--- src/rtl/spi_master.sv ---
// SPI master, mode 0, fixed 40-bit frame {wr, 3'b000, addr, wdata}, MSB first.
// Every phase (SETUP/HIGH/LOW/HOLD/GAP) lasts CLK_DIV clk cycles, so CS is
// low for exactly 81*CLK_DIV cycles: SETUP + 40 HIGH + 39 LOW + HOLD.
//
// state | meaning
// IDLE  | waiting for start, CS high
// SETUP | CS low, first MOSI bit presented, SCLK low
// HIGH  | SCLK high, slave and master have sampled
// LOW   | SCLK low, next MOSI bit presented
// HOLD  | 40th falling edge done, CS still low so the slave commits
// GAP   | CS high spacing before the next frame
module spi_master #(
  parameter int CLK_DIV = 8
) (
  input  logic        clk,
  input  logic        reset,
  input  logic        start,
  input  logic        wr,
  input  logic [3:0]  addr,
  input  logic [31:0] wdata,
  output logic        busy,
  output logic        done,
  output logic [31:0] rdata,
  output logic        SPI_CLK,
  output logic        SPI_CS,
  output logic        SPI_MOSI,
  input  logic        SPI_MISO
);

  typedef enum logic [2:0] {IDLE, SETUP, HIGH, LOW, HOLD, GAP} state_t;

  localparam logic [7:0] DIV_LAST  = 8'(CLK_DIV - 1);
  localparam logic [5:0] FRAME_LEN = 6'd40;

  state_t      state_q, state_d;
  logic [7:0]  div_q;
  logic [5:0]  bit_cnt_q;
  logic [39:0] tx_q;
  logic [39:0] rx_q;
  logic        div_tc;
  logic [39:0] frame;

  assign div_tc = (div_q == DIV_LAST);
  assign busy   = (state_q != IDLE);
  // Read frames carry no payload; the slave ignores it anyway.
  assign frame  = {wr, 3'b000, addr, (wr ? wdata : 32'h0)};

  // State register.
  always_ff @(posedge clk or posedge reset) begin
    if (reset) state_q <= IDLE;
    else       state_q <= state_d;
  end

  // Next-state decode; start is only looked at in IDLE.
  always_comb begin
    state_d = state_q;
    case (state_q)
      IDLE:  if (start)  state_d = SETUP;
      SETUP: if (div_tc) state_d = HIGH;
      HIGH:  if (div_tc) state_d = (bit_cnt_q == FRAME_LEN) ? HOLD : LOW;
      LOW:   if (div_tc) state_d = HIGH;
      HOLD:  if (div_tc) state_d = GAP;
      GAP:   if (div_tc) state_d = IDLE;
      default:           state_d = IDLE;
    endcase
  end

  // Phase divider: restarts at every phase boundary, parked at 0 in IDLE.
  always_ff @(posedge clk or posedge reset) begin
    if (reset)                        div_q <= '0;
    else if (state_q == IDLE || div_tc) div_q <= '0;
    else                              div_q <= div_q + 8'd1;
  end

  // Shift registers and registered SPI pins, updated on phase boundaries.
  always_ff @(posedge clk or posedge reset) begin
    if (reset) begin
      tx_q      <= '0;
      rx_q      <= '0;
      bit_cnt_q <= '0;
      rdata     <= '0;
      done      <= 1'b0;
      SPI_CLK   <= 1'b0;
      SPI_CS    <= 1'b1;
      SPI_MOSI  <= 1'b0;
    end else begin
      done <= 1'b0;
      case (state_q)
        IDLE: begin
          if (start) begin
            tx_q      <= frame;
            rx_q      <= '0;
            bit_cnt_q <= '0;
            SPI_CS    <= 1'b0;
            SPI_CLK   <= 1'b0;
            SPI_MOSI  <= frame[39];
          end
        end
        SETUP, LOW: begin
          if (div_tc) begin
            SPI_CLK   <= 1'b1;
            rx_q      <= {rx_q[38:0], SPI_MISO};
            bit_cnt_q <= bit_cnt_q + 6'd1;
          end
        end
        HIGH: begin
          if (div_tc) begin
            SPI_CLK <= 1'b0;
            if (bit_cnt_q != FRAME_LEN) begin
              tx_q     <= {tx_q[38:0], 1'b0};
              SPI_MOSI <= tx_q[38];
            end
          end
        end
        HOLD: begin
          if (div_tc) begin
            SPI_CS   <= 1'b1;
            SPI_MOSI <= 1'b0;
            rdata    <= rx_q[31:0];
            done     <= 1'b1;
          end
        end
        default: ;
      endcase
    end
  end

endmodule

--- config.mk ---
export PLATFORM = sky130hd
export DESIGN_NAME = spi_master
export DESIGN_NICKNAME = d
export VERILOG_FILES = /design/src/rtl/spi_master.sv
export SDC_FILE = /design/constraint.sdc
export NUM_CORES = 1
export LEC_CHECK = 0
export ABC_CLOCK_PERIOD_IN_PS = 8600
export BUFFER_PORTS_ARGS = -buffer_cell sky130_fd_sc_hd__clkbuf_2
export CAP_MARGIN = 20
export CORE_MARGIN = 2
export CORE_UTILIZATION = 46
export CTS_CLUSTER_DIAMETER = 80
export CTS_CLUSTER_SIZE = 10
export DETAILED_ROUTE_END_ITERATION = 8
export GPL_TIMING_DRIVEN = 0
export HOLD_SLACK_MARGIN = 0.15
export PLACE_DENSITY = 0.68
export SYNTH_ARGS = -nofsm -noshare
export SYNTH_HDL_FRONTEND = slang
export SYNTH_SLANG_ARGS = --single-unit
--- constraint.sdc ---
create_clock -name clk -period 8.6 [get_ports clk]
set_clock_uncertainty 0.15 [all_clocks]
set_input_delay 2.15 -clock clk [delete_from_list [all_inputs] [get_ports clk]]
set_output_delay 2.15 -clock clk [all_outputs]
set_load 0.03 [all_outputs]
==> impl_results.md, run 1 <==
- GRT Max-Usage Layer: met2
- Util after Layout: around 57%
- Status: completed
- EDFF count, synth: 0
- Min cycle time layout: 4470 ps
- R2R Setup Slk: about 6400 ps
- Clock share of power: 31.8%
- Worst-path maximum fanout: 10
- Critical path endpoint category: output pin
- Synth top area share: a little over half
- Final Hold Vio Count: 0
- Number of global-route vias before repair: between 4,000 and 5,000
- CP max stage delay: roughly 390 ps
- Least-Margin Pin Slew: 591 ps
- Drt total wl: roughly 12,000 microns
- Cell Int Power: 1410 uW
- Clock buffer depth: 2
- Max_cap viols: 0
- Post-Syn Nets: 580
- Seq/Total Area, Yosys: between 50% and 60%
- Crit start category: flop
- Vias per cell: about 5.3
- Total Routing Usage GR: 19.6%
- Max IR drop VDD: ~0.15 mV
- Crit-path leading delay family: buffers and inverters
- F_max: 0.224 GHz
- Hold Path Sink: SPI_CS
- Setup CP Type: flop to output pin
- # rows: 40
- Mapped Cells: 536
- Post_cts resized: 0
- Hold crit path type: flop to flop
- Async set or reset register ratio after synthesis: between 90% and 100%
- Top cells by count, synth: dfrtp_1, nand2_1, a21oi_2, a21oi_1
- Final Max Slew Viols: 0
- Post-CTS Setup Inserts: 0
- Avg WL per Cell: 14.8 microns
- Port bufs: 77
- DIE HEIGHT: about 110 microns
- Number of remaining DRC errors: 0
- Detailed Place HPWL: ~8000 microns
- Hold path startpoint: SPI_CS
- Switching Share: a little over a third
- RSZ-0062 raised after global routing: false
- Synth warn: 0
- FF+latch count, synth: about 120
- CTS H-Tree Depth: 4
- Cell Area, Placed: 0.00622 sq mm
- Arr. time, crit path: around 2200 ps
- Final #Nets: slightly below 700
- Final Cycle Share: about 52%
- Leakage: roughly 0.0034 uW
- Count leader, synth: dfrtp_1
- Synth area leader: dfrtp_1
- Comb power frac: 30.2%
- Most common cell on crit path: clkbuf_1
- TritonCTS clock tree: done
- Clk_lat worst skew: 410 ps
- Synth Cell Area: around 0.0056 sq mm
- WHS Path Cells: 2
- Vias: ~4,200
- Critical Path RT: around 6300 ps
- Die ar.: between 0.01 and 0.015 sq mm
- Design Area, Final: 0.00679 sq mm
- Avg Inst Size Synth: 10.5 sq um
- I/O pins: 78
- Synth cell types: 39
- GR Util met2: about 30%
- CP max-delay cell: clkbuf_1
- Initial DRC count: slightly below 300
- Width of the die: about 110 microns
- Slew margin rel.: approximately three fifths
- Diodes inserted: 0
- Final TNS setup: 0 ps
- Ys flop type: dfrtp_1
- Top post-synthesis cells by area: dfrtp_1, a21oi_2, nand2_1
- Switch Pwr: 773 uW
- Cts bufs inserted: 17
- Number of standard cells in the final layout excluding fillers: about 800
- RR Startpoint: state_q[1]
- Share of cells above drive strength 1: 31.0%
- Pwr dens: ~320 mW/mm^2
- Total global routing overflow: 0
- Sequential Power Share: 38.1%
- Final Setup Violations: 0
- Met1 Usage GRT: approximately a quarter
- R2R depth: 9
- Largest net degree at the start of global routing: approximately 100
- CTS clock-pin slew for the worst setup and hold paths: about 60 ps
- Sink Count: roughly 120
- First-pass GRT wire length: about 20,000 microns
- WP buf/inv: 5
- Starting Density: a little under half
- Placed Cells: between 700 and 800
- DR pass1 iterations: 5
- GPL Wtd Cong: 0.807
- Cts-stage hold buffer count: 0
- Met3 Track Usage GR: 5.29%
- Initial antenna violation count: 0
- Antenna Violating Nets Remaining: 0
- R2R Path End: tx_q[2]
- CTS root buffer: clkbuf_16
- Layout area overhead: 21.0%
- Critical-path cell list: clkbuf_1, inv_1, clkbuf_1, clkbuf_1, nand2_1, clkbuf_2
- Placeable Area: between 0.01 and 0.015 sq mm
- Crit path depth: 6
-- how the worst max path moves through the flow --
stage                     startpoint       end
after floorplan                reset   SPI_CLK
after global placement         reset  rdata[2]
after detailed placement  state_q[1]      busy
after CTS                 state_q[1]      busy
after global routing      state_q[1]      busy
final                     state_q[1]      busy
-- cells by family after synthesis --
family,synth area share [%]
XOR/XNOR,1.09
AND/OR/NAND/NOR,15.7
multiplexers,0.713
AO/OA/AOI/OAI,21.3
buffers and inverters,5.21
adder cells (fa/ha/maj),0.669
flip-flops,55.3
-- metrics by stage --
stage	hold slack [ps]	total power [uW]	worst slack, ps
floorplan	296	1350	3000
global placement	297	1470	1670
detailed placement	300	1500	4560
CTS	308	2190	4110
global route	335	2310	3890
finish	308	2180	4130
-- routing by layer --
layer,wire (microns),vias up,share of wire [%]
li1,-,2066,-
met1,5460,2039,47
met2,5600,88,48
met3,540,12,4.6
met4,136,0,1.2
met5,0,-,0
-- cell type report --
cell class,count,area (sq um)
multi-input combinational,365,2220
tap,147,184
buffer,41,270
fill,1024,5170
clock buffer,18,429
inverter,6,27.5
sequential,124,3100
clock inverter,14,146
timing repair buffer,78,413
-- flip-flops by register name, summed over array words and instances (netlist names) --
signal     cells
div_q          8
rx_q          32
SPI_MOSI       1
SPI_CS         1
state_q        3
bit_cnt_q      6
SPI_CLK        1
tx_q          39
rdata         32
done           1
-- tightest hold or removal path, delay by kind of cell (launching register included) --
family | cells | cell delay [ps]
AND/OR/NAND/NOR | 2 | 90
flip-flops | 1 | 370
-- placed cells by master, fill, tap and decap left out, drive strengths merged, types with 3 or more instances in the layout --
master    count
ha            3
mux2i         4
nand2       116
clkinvlp      3
o21ai        10
nor2         15
a22o         35
inv           8
clkinv        7
clkbuf      113
and3         35
xor2          6
nor3          3
a21oi       109
a31oi         3
dfrtp       123
nand3         9
buf          24
-- power groups by stage --
stage	clock (uW)	combinational [uW]	sequential, uW
4_1_cts	704	663	828
5_1_grt	732	732	846
2_1_floorplan	0	524	822
3_5_place_dp	0	661	835
3_3_place_gp	0	637	829
6_report	692	658	829
Power figures use the tool's default switching activity.
==> run 2: changes to the inputs <==
Settings changed: ABC_AREA set to 1, ABC_CLOCK_PERIOD_IN_PS 8600 to 3900, PLACE_DENSITY 0.68 to 0.71.
Clock period 8.6 ns to 3.9 ns, I/O delays scaled along.
==> impl_results.md, run 2 <==
- Status: completed (unchanged)
- Min cycle time layout: about 2500 ps
- Util after Layout: 57.2% (was 56.8%)
- Number of global-route vias before repair: 4,692 (was 4,175)
- RSZ-0062 raised after global routing: false (unchanged)
- Vias per cell: 5.08 (was 5.30)
- Mapped Cells: 693 (was 536)
- Worst-path maximum fanout: 6 (was 10)
- Placed Cells: 918 (was 761)
- Total Routing Usage GR: 20.3% (was 19.6%)
- Max_cap viols: 0 (unchanged)
- Final Hold Vio Count: 0 (unchanged)
- Detailed Place HPWL: 8620 microns (was 7980 microns)
- I/O pins: 78 (unchanged)
- Final #Nets: 834 (was 677)
- Initial DRC count: 403 (was 297)
- Largest net degree at the start of global routing: 45 (was 103)
- Synth Cell Area: 0.00567 sq mm (was 0.00562 sq mm)
- R2R Setup Slk: 1870 ps (was 6420 ps)
- Count leader, synth: nand2_1 (was dfrtp_1)
- R2R depth: 10 (was 9)
- Share of cells above drive strength 1: 19.4% (was 31.0%)
- Least-Margin Pin Slew: 904 ps (was 591 ps)
- Pwr dens: 653 mW/mm^2 (was 321 mW/mm^2)
- DR pass1 iterations: 6 (was 5)
- Setup ws final: 1370 ps (was 4130 ps)
- Most common cell after layout, fill and taps aside: nand2_1 (was dfrtp_1)
- Max FFs per register: 39 (unchanged)
- Final Cycle Share: between 60 and 70%
- Critical path endpoint category: output pin (unchanged)
- Total global routing overflow: 0 (unchanged)
- Post-Synth Simple-Gate Area: 29.8% (was 15.7%)
- DIE HEIGHT: 115 microns (was 114 microns)
- CTS H-Tree Depth: 4 (unchanged)
- Sink Count: 124 (unchanged)
- Diodes inserted: 0 (unchanged)
- CTS root buffer: clkbuf_16 (unchanged)
- CTS clock-pin slew for the worst setup and hold paths: 60 ps (about the same)
- Drt total wl: 12,300 microns (was 11,700 microns)
- Die ar.: 0.0132 sq mm (was 0.0131 sq mm)
- Synth top area share: 54.3% (was 54.8%)
- Top post-synthesis cells by area: dfrtp_1, nand2_1, nand4_1 (was dfrtp_1, a21oi_2, nand2_1)
- Critical-path cell list: inv_2, nand2_2, clkbuf_2 (was clkbuf_1, inv_1, clkbuf_1, clkbuf_1, nand2_1, clkbuf_2)
- EDFF count, synth: 0 (unchanged)
- Number of standard cells in the final layout excluding fillers: 950 (was 793)
- Port bufs: 76 (was 77)
- Starting Density: 47.2% (was 46.9%)
- Arr. time, crit path: 1410 ps (was 2170 ps)
- Clk_lat worst skew: 420 ps (was 410 ps)
- Crit start category: flop (unchanged)
- Leakage: 0.00356 uW (was 0.00344 uW)
- Top Registers: tx_q x39, rdata x32, rx_q x32 (unchanged)
- Commonest non-fill, non-tap cells in the layout: nand2_1, dfrtp_1, clkbuf_2 (was dfrtp_1, nand2_1, clkbuf_2)
- Top cells by count, synth: nand2_1, dfrtp_1, inv_1, nand3_1, nand4_1 (was dfrtp_1, nand2_1, a21oi_2, a21oi_1)
- Final Setup Violations: 0 (unchanged)
- Synth area leader: dfrtp_1 (unchanged)
- # rows: 40 (unchanged)
- Max IR drop VDD: 0.385 mV (was 0.153 mV)
- Avg Inst Size Synth: 8.18 sq um (was 10.5 sq um)
- Avg WL per Cell: 12.9 microns (was 14.8 microns)
- Synth cell types: 28 (was 39)
- CP max-delay cell: dfrtp_1 (was clkbuf_1)
- Main combinational cell family by area after synthesis: simple AND/OR/NAND/NOR gates (was compound AO/OA/AOI/OAI gates)
- Clock buffer depth: 2 (unchanged)
- TritonCTS clock tree: done (unchanged)
- Placeable Area: 0.0120 sq mm (about the same)
- Setup CP Type: flop to output pin (unchanged)
- Largest Register: tx_q (unchanged)
- Critical path destination: busy (unchanged)
- Critical path origin: state_q[2] (was state_q[1])
- Layout area overhead: 21.3% (was 21.0%)
- Synth Area in Adders: 0.663% (was 0.668%)
- Final Max Slew Viols: 0 (unchanged)
- R2R Path End: tx_q[1] (was tx_q[2])
- Critical Path RT: 2770 ps (was 6300 ps)
- FF+latch count, synth: 124 (unchanged)
- Post-Syn Nets: 737 (was 580)
- Post-CTS Setup Inserts: 0 (unchanged)
- Synth Area in XOR/XNOR: 0.155% (was 1.09%)
- Slew margin rel.: 39.6% (was 60.6%)
- Initial antenna violation count: 0 (unchanged)
- Width of the die: 115 microns (was 114 microns)
- RR Startpoint: bit_cnt_q[0] (was state_q[1])
- First-pass GRT wire length: 21,400 microns (was 20,200 microns)
- Seq/Total Area, Yosys: 54.8% (was 55.3%)
- GPL Wtd Cong: 0.829 (was 0.807)
- Hold path startpoint: div_q[0] (was SPI_CS)
- Cts-stage hold buffer count: 0 (unchanged)
- Number of remaining DRC errors: 0 (unchanged)
- Post_cts resized: 0 (unchanged)
- F_max: 0.394 GHz
- Final TNS setup: 0 ps (unchanged)
- Mux contribution to synthesized area: 0% (was 0.713%)
- Antenna Violating Nets Remaining: 0 (unchanged)
- CP max stage delay: 490 ps (was 390 ps)
- Async set or reset register ratio after synthesis: 100% (unchanged)
- Cts bufs inserted: 17 (unchanged)
- Ys flop type: dfrtp_1 (unchanged)
- Synth warn: 0 (unchanged)
- Synth Area in Compound Gates: 7.05% (was 21.3%)
- Hold crit path type: flop to flop (unchanged)
- Place WS: 1470 ps (was 4560 ps)
- Vias: 4,827 (was 4,205)
-- run 2: cell type report --
cell class	instances	area (sq um)
sequential	124	3100
multi-input combinational	471	2130
clock buffer	18	439
buffer	41	215
clock inverter	14	159
fill	1069	5140
tap	147	184
inverter	57	218
timing repair buffer	78	420
-- run 2: per-stage QoR --
step           power [uW]  hold slack, ps  cell area [sq um]
2_1_floorplan        2590             281               5670
3_3_place_gp         2870             296               6230
3_5_place_dp         2930             306               6270
4_1_cts              4520             314               6870
5_1_grt              4790             346               6870
6_report             4490             309               6870
-- run 2: layer usage --
metal / up-vias / wire length, microns / GRT usage [%]
met4: 0 / 177 / 7.63
met1: 2280 / 5680 / 27.1
met5: - / 0 / 0
li1: 2415 / - / -
met3: 12 / 523 / 5.11
met2: 120 / 5900 / 32.2
-- run 2: cell families (layout without fill, tap and decap cells) --
kind of cell             after synthesis  after routing
XOR/XNOR                               1              1
buffers and inverters                 98            208
AO/OA/AOI/OAI                         79             79
AND/OR/NAND/NOR                      388            388
flip-flops                           124            124
adder cells (fa/ha/maj)                3              3
-- run 2: worst min-delay path by stage --
stage | to | slack [ps] | depth (start not counted)
detailed placement | div_q[0] | 310 | 1
global route | tx_q[20] | 350 | 2
finish | div_q[0] | 310 | 1
floorplan | div_q[0] | 280 | 1
CTS | div_q[0] | 310 | 1
global placement | div_q[0] | 300 | 1
-- run 2: report_power, final --
| group | internal [uW] | switching [uW] | total (uW) | leakage (uW) |
|---|---|---|---|---|
| logic | 418 | 874 | 1290 | 0.00159 |
| registers | 1490 | 130 | 1620 | 0.00168 |
| clock network | 969 | 611 | 1580 | 0.000288 |
| total | 2880 | 1610 | 4490 | 0.00356 |
-- run 2: worst max-delay path, delay by kind of cell, from the launching register on --
kind	cells	cell delay, ps
DFF	1	490
buffers and inverters	2	350
and+or+nand+nor	1	150
